==> config.mk <==
export PLATFORM = sky130hd
export DESIGN_NAME = aes_round_state
export DESIGN_NICKNAME = d
export VERILOG_FILES = /design/src/rtl/aes_pkg.sv /design/src/rtl/aes_mixcolumn.sv /design/src/rtl/aes_round_state.sv
export SDC_FILE = /design/constraint.sdc
export NUM_CORES = 2
export LEC_CHECK = 0
export BUFFER_PORTS_ARGS = -buffer_cell sky130_fd_sc_hd__buf_2
export CAP_MARGIN = 20
export CORE_AREA = 2 2 250 252
export DETAILED_ROUTE_END_ITERATION = 12
export DIE_AREA = 0 0 252 254
export HOLD_SLACK_MARGIN = 0.15
export PLACE_DENSITY = 0.74
export SYNTH_ARGS = -nofsm -noshare
export SYNTH_HDL_FRONTEND = slang
export SYNTH_SLANG_ARGS = --single-unit
==> constraint.sdc <==
create_clock -name clk -period 3.6 [get_ports clk]
set_input_delay 0.72 -clock clk [delete_from_list [all_inputs] [get_ports clk]]
set_output_delay 0.72 -clock clk [all_outputs]
set_load 0.01 [all_outputs]
==> src/rtl/aes_pkg.sv <==
`default_nettype none
// ============================================================================
//  Module      : aes_pkg
//  Description : Shared AES-128 types, FSM encoding and byte-permutation
//                helpers for the iterative round datapath.
//  Revision    : 1.0 - initial release
// ============================================================================
package aes_pkg;

    localparam int NUM_ROUNDS = 10;

    typedef logic [127:0] aes_state_t;

    typedef enum logic [0:0] {
        S_IDLE  = 1'b0,
        S_ROUND = 1'b1
    } fsm_state_e;

    // GF(2^8) multiply-by-two, reduction polynomial 0x11B
    function automatic logic [7:0] xtime(input logic [7:0] b);
        return {b[6:0], 1'b0} ^ (b[7] ? 8'h1b : 8'h00);
    endfunction

    // Byte i = row (i%4), column (i/4); byte 0 lives in [127:120]
    function automatic aes_state_t shift_rows(input aes_state_t s);
        aes_state_t o;
        o = '0;
        for (int c = 0; c < 4; c++) begin
            for (int r = 0; r < 4; r++) begin
                o[127 - 8*(4*c + r) -: 8] = s[127 - 8*(4*((c + r) % 4) + r) -: 8];
            end
        end
        return o;
    endfunction

    function automatic aes_state_t inv_shift_rows(input aes_state_t s);
        aes_state_t o;
        o = '0;
        for (int c = 0; c < 4; c++) begin
            for (int r = 0; r < 4; r++) begin
                o[127 - 8*(4*c + r) -: 8] = s[127 - 8*(4*((c - r + 4) % 4) + r) -: 8];
            end
        end
        return o;
    endfunction

endpackage
`default_nettype wire

==> src/rtl/aes_mixcolumn.sv <==
`default_nettype none
// ============================================================================
//  Module      : aes_mixcolumn
//  Description : One 32-bit state column through MixColumns (i_dec=0) or
//                InvMixColumns (i_dec=1). Purely combinational.
//  Revision    : 1.0 - initial release
// ============================================================================
module aes_mixcolumn
    import aes_pkg::*;
(
    input  logic [31:0] i_col,
    input  logic        i_dec,
    output logic [31:0] o_col
);

    // Byte multiples shared by both matrices: a, 2a, 4a, 8a
    logic [7:0] w_a  [4];
    logic [7:0] w_x2 [4];
    logic [7:0] w_x4 [4];
    logic [7:0] w_x8 [4];

    for (genvar i = 0; i < 4; i++) begin : g_byte
        localparam int c_I1 = (i + 1) % 4;
        localparam int c_I2 = (i + 2) % 4;
        localparam int c_I3 = (i + 3) % 4;

        logic [7:0] w_enc;
        logic [7:0] w_dec;

        assign w_a[i]  = i_col[31 - 8*i -: 8];
        assign w_x2[i] = xtime(w_a[i]);
        assign w_x4[i] = xtime(w_x2[i]);
        assign w_x8[i] = xtime(w_x4[i]);

        // {02,03,01,01} row, rotated per output byte
        assign w_enc = w_x2[i] ^ (w_x2[c_I1] ^ w_a[c_I1]) ^ w_a[c_I2] ^ w_a[c_I3];

        // {0e,0b,0d,09} row: 0e=8+4+2, 0b=8+2+1, 0d=8+4+1, 09=8+1
        assign w_dec = (w_x8[i]    ^ w_x4[i]    ^ w_x2[i])
                     ^ (w_x8[c_I1] ^ w_x2[c_I1] ^ w_a[c_I1])
                     ^ (w_x8[c_I2] ^ w_x4[c_I2] ^ w_a[c_I2])
                     ^ (w_x8[c_I3] ^ w_a[c_I3]);

        assign o_col[31 - 8*i -: 8] = i_dec ? w_dec : w_enc;
    end

endmodule
`default_nettype wire

==> src/rtl/aes_round_state.sv <==
`default_nettype none
// ============================================================================
//  Module      : aes_round_state
//  Description : Iterative AES-128 round controller. Holds the cipher state,
//                drives an external 16-byte S-box layer and applies
//                AddRoundKey, (Inv)ShiftRows and (Inv)MixColumns around it,
//                one round per clock. Round keys come from an external store.
//  Revision    : 1.0 - initial release
// ============================================================================
module aes_round_state #(
    parameter int NUM_ROUNDS = 10
) (
    input  logic         clk,
    input  logic         rst_n,
    input  logic         start_i,
    input  logic         dec_i,
    input  logic [127:0] data_i,
    output logic [3:0]   rk_idx_o,
    input  logic [127:0] rk_i,
    output logic [127:0] sb_in_o,
    input  logic [127:0] sb_out_i,
    output logic         sb_dec_o,
    output logic         busy_o,
    output logic         done_o,
    output logic [127:0] data_o
);
    import aes_pkg::*;

    localparam logic [3:0] c_LAST_ROUND = 4'(NUM_ROUNDS);

    fsm_state_e r_fsm;
    aes_state_t r_state;
    logic [3:0] r_round;
    logic       r_dec;
    logic       r_busy;
    logic       r_done;
    aes_state_t r_data;

    aes_state_t w_sr;
    aes_state_t w_dec_v;
    aes_state_t w_mix_in;
    aes_state_t w_mix_out;

    // Encrypt: ShiftRows after the S-box; decrypt: InvShiftRows before it,
    // so the S-box layer always sits directly on the state register path
    assign sb_in_o  = (r_fsm == S_ROUND && r_dec) ? inv_shift_rows(r_state) : r_state;
    assign sb_dec_o = r_dec;

    assign w_sr     = shift_rows(sb_out_i);
    assign w_dec_v  = sb_out_i ^ rk_i;
    assign w_mix_in = r_dec ? w_dec_v : w_sr;

    for (genvar i = 0; i < 4; i++) begin : g_col
        aes_mixcolumn u_mixcol (
            .i_col (w_mix_in[127 - 32*i -: 32]),
            .i_dec (r_dec),
            .o_col (w_mix_out[127 - 32*i -: 32])
        );
    end

    // Key index: the running round counter, or the first key to be used
    // by an operation about to start
    always_comb begin
        rk_idx_o = 4'd0;
        if (r_fsm == S_ROUND) begin
            rk_idx_o = r_round;
        end else if (dec_i) begin
            rk_idx_o = c_LAST_ROUND;
        end
    end

    // Round controller: initial key add on start, one round per cycle after
    always_ff @(posedge clk) begin
        if (!rst_n) begin
            r_fsm   <= S_IDLE;
            r_state <= '0;
            r_round <= 4'd0;
            r_dec   <= 1'b0;
            r_busy  <= 1'b0;
            r_done  <= 1'b0;
            r_data  <= '0;
        end else begin
            r_done <= 1'b0;
            case (r_fsm)
                S_IDLE: begin
                    if (start_i) begin
                        r_dec   <= dec_i;
                        r_state <= data_i ^ rk_i;
                        r_round <= dec_i ? (c_LAST_ROUND - 4'd1) : 4'd1;
                        r_busy  <= 1'b1;
                        r_fsm   <= S_ROUND;
                    end
                end
                S_ROUND: begin
                    if (!r_dec) begin
                        if (r_round == c_LAST_ROUND) begin
                            r_data <= w_sr ^ rk_i;
                            r_done <= 1'b1;
                            r_busy <= 1'b0;
                            r_fsm  <= S_IDLE;
                        end else begin
                            r_state <= w_mix_out ^ rk_i;
                            r_round <= r_round + 4'd1;
                        end
                    end else begin
                        if (r_round == 4'd0) begin
                            r_data <= w_dec_v;
                            r_done <= 1'b1;
                            r_busy <= 1'b0;
                            r_fsm  <= S_IDLE;
                        end else begin
                            r_state <= w_mix_out;
                            r_round <= r_round - 4'd1;
                        end
                    end
                end
                default: r_fsm <= S_IDLE;
            endcase
        end
    end

    assign busy_o = r_busy;
    assign done_o = r_done;
    assign data_o = r_data;

endmodule
`default_nettype wire

==> impl_results.md <==
* Status: completed
* Post-CTS Setup Bufs at 0
* Vias in the first global route at around 29000
* Post-synthesis sequential area ratio at ~17%
* HPWL after DPL at roughly 130000 um
* Buf/Inv on CP at 5
* Die area at roughly 64000 um^2
* Synth warn at 0
* Async set or reset register ratio after synthesis at 0%
* Via count at 31100
* Predominant post-synthesis flop cell: dfxtp_1
* Crit path cell chain: inv_2, buf_12, buf_4, nor2_4, buf_12, nand2_1, nand2_1, buf_2
* Largest area contributor in the netlist: xnor2_1
* IR drop worst, VDD at approximately 340 uV
* Part of the cycle the worst path needs at a little over nine tenths
* CTS resizes at 0
* CP Launch Type: register
* Data required, critical path at ~2.9 ns
* Top Ports at around 650
* Worst Path Max Fanout at 102
* Hold Fails Final Rpt at 0
* Via/cell ratio at between 5 and 6
* Pwr Density at roughly 540 nW/um^2
* Slowest cell on crit path: dfxtp_4
* Clock Sinks at roughly 260
* EDFF count, synth at 0
* Final ANT Viol Nets at 0
* Height of the die at approximately 250 um
* DRT Pass-1 Iters at 6
* GPL Wtd Cong at ~1.1
* Total power at roughly 20 mW
* Sum Neg Setup Slack at 0 ns
* Total of max-cap violations at 0
* Max H-tree Level at 2
* Critical path arrival at 2.75 ns
* CTS Buf Count at 35
* CP delay by family, top: buffers and inverters
* # hold bufs at CTS at 0
* Post-synth cell types at 66
* Cell count after synthesis at around 3800
* Starting Density at 50.3%
* Area after DPL at 36300 um^2
* Clk buf depth at 3
* Synth-to-layout area growth at 21.9%
* Reg area at around 5300 um^2
* Crit. End Element: output pin
* Ratio of cells with drive above 1 in the final layout at 26.3%
* Area taken by multi-input logic gates at ~24000 um^2
* Reg clk slew, reported paths at ~0.06 ns
* DRT iter0 DRCs at about 3800
* # DRC at 0
* WL/cell at between 20 and 30 um
* Relative slew slack at between 20% and 30%
* Largest stage delay, worst path at 0.68 ns
* First-pass GRT wire length at about 210000 um
* Synth Cell Area at just over 30000 um^2
* Hold WC Path Type: in -> reg
* CTS root buf: clkbuf_16
* # setup viols final at 0
* Max Freq at a little under 300 MHz
* Port Buffers at 650
* CTS tree: yes
* Post-synth top area share at between 20 and 30%
* Syn_area_per_cell at between 8 and 9 um^2
* Crit path time final at around 3.5 ns
* Initial antenna violation count at 10
* Max Transition Viols Final at 0
* Clock Skew at 0.0200 ns
* Worst hold slack at roughly 0.43 ns
* Horiz. Die Dim at around 250 um
* # rows at 91
* Fin area at 37600 um^2
* Post-Syn Nets at about 4200
* Tot GR Track Use at about 46%
* Clock latency on the worst-skew pair at about 0.6 ns
* Largest net degree at the start of global routing at 153
* Worst Tran Pin Value at between 1 and 1.5 ns
* Leak at 15.8 nW
* FILL cells at between 5000 and 6000
* Gr ovfl total at 0
* Dominant cells by area after synthesis: xnor2_1 (30%), dfxtp_1 (17%), xor2_1 (12%)
* Final wirelength at approximately 150000 um
* Worst Path Class, Setup: reg -> out
* RSZ-0062 raised after global routing: false
* Flops & latches, synth at around 260
* Core Box Area at approximately 61000 um^2
* Fin nets at ~4900
-- layer usage --
layer	GRT usage [%]	part of all wire [%]	up-vias
li1	-	-	13800
met1	59.9	38	14700
met2	69.0	42	2132
met3	10.1	12	443
met4	31.4	8.0	4
met5	0	0.018	-
-- worst reg2reg max path: cells and delay by family, from the launching register on --
family	cells	cell delay [ns]
AOI/OAI and AO/OA	3	0.41
buffers and inverters	1	0.26
DFF	1	0.51
xor gates and xnor gates	5	1.41
and+or+nand+nor	1	0.70
-- where the power goes --
part           total (mW)  switching (mW)  internal [mW]  leakage (nW)
Sequential           3.63           0.444           3.18          2.16
Clock                3.88            1.58           2.30         0.602
Combinational        12.6            6.66           5.96          13.0
Total                20.1            8.69           11.4          15.8
-- kinds of logic after synthesis --
logic type | synth area share, %
buffers and inverters | 4.91
XOR/XNOR | 50.6
AO/OA/AOI/OAI | 15.0
AND/OR/NAND/NOR | 11.8
adder cells (fa/ha/maj) | 0.146
flip-flops | 17.2
multiplexers | 0.366
-- sequential cells by signal, summed over array words and instances (netlist names) --
signal / count
r_fsm: 1
r_round: 4
sb_dec_o: 1
r_state: 128
busy_o: 1
done_o: 1
data_o: 128
-- synthesized netlist by cell type, drive strengths merged (4+ instances only) --
master  instances
xnor2        1096
nand2         619
xor2          438
a21oi         424
dfxtp         264
clkbuf        169
nor2          161
buf           125
o21ai         118
nor2b          93
xnor3          57
o221ai         46
a211oi         41
o22ai          27
xor3           18
o31ai          14
mux2i          10
a21o            7
a221oi          7
nor3            7
inv             6
o21ba           6
a31oi           5
a32oi           5
o211ai          5
and2b           4
nand3           4
-- cells in the final DEF, fill, tap and decap left out, types with 21 or more instances in the layout --
master     Yosys  routed
o21ai_0       97      97
xnor2_2       45      45
o221ai_1      46      46
xnor3_1       52      52
a211oi_1      41      41
nor2b_1       92      91
a21oi_1      353     353
xor2_1       432     432
nor2_1       161     157
buf_4         39     311
nand2_1      619     616
o22ai_1       27      27
clkbuf_16      0      37
dfxtp_1      264     262
buf_2         20     650
xnor2_1     1049    1049
o21ai_1       21      21
a21oi_2       55      55
-- layout make-up --
type | instances | share of cell area, %
Antenna cell | 12 | 0.0799
Clock buffer | 47 | 2.75
Clock inverter | 16 | 0.520
Inverter | 6 | 0.0666
Multi-Input combinational cell | 3246 | 64.0
Sequential cell | 264 | 14.1
Tap cell | 790 | 2.63
Timing Repair Buffer | 979 | 15.8
-- stage by stage --
step | std cells | setup slack (ns) | utilization (%)
finish | 5360 | 0.134 | 61.3
global route | 5354 | 0.0434 | 61.3
CTS | 5348 | 0.172 | 61.3
detailed placement | 5285 | 0.200 | 59.3
global placement | 5285 | 0.174 | 59.3
floorplan | 3810 | 0.215 | -
-- final timing paths --
check	start	slack, ns	endpoint	depth (start not counted)
hold reg to reg	r_state[124]$_SDFFE_PN0P_	0.44	r_state[124]$_SDFFE_PN0P_	2
setup / recovery	sb_dec_o$_SDFFE_PN0P_	0.13	sb_in_o[76]	8
hold / removal	dec_i	0.43	sb_dec_o$_SDFFE_PN0P_	3
setup reg to reg	sb_dec_o$_SDFFE_PN0P_	0.16	r_state[4]$_SDFFE_PN0P_	10
(Power assumes the default switching activity.)
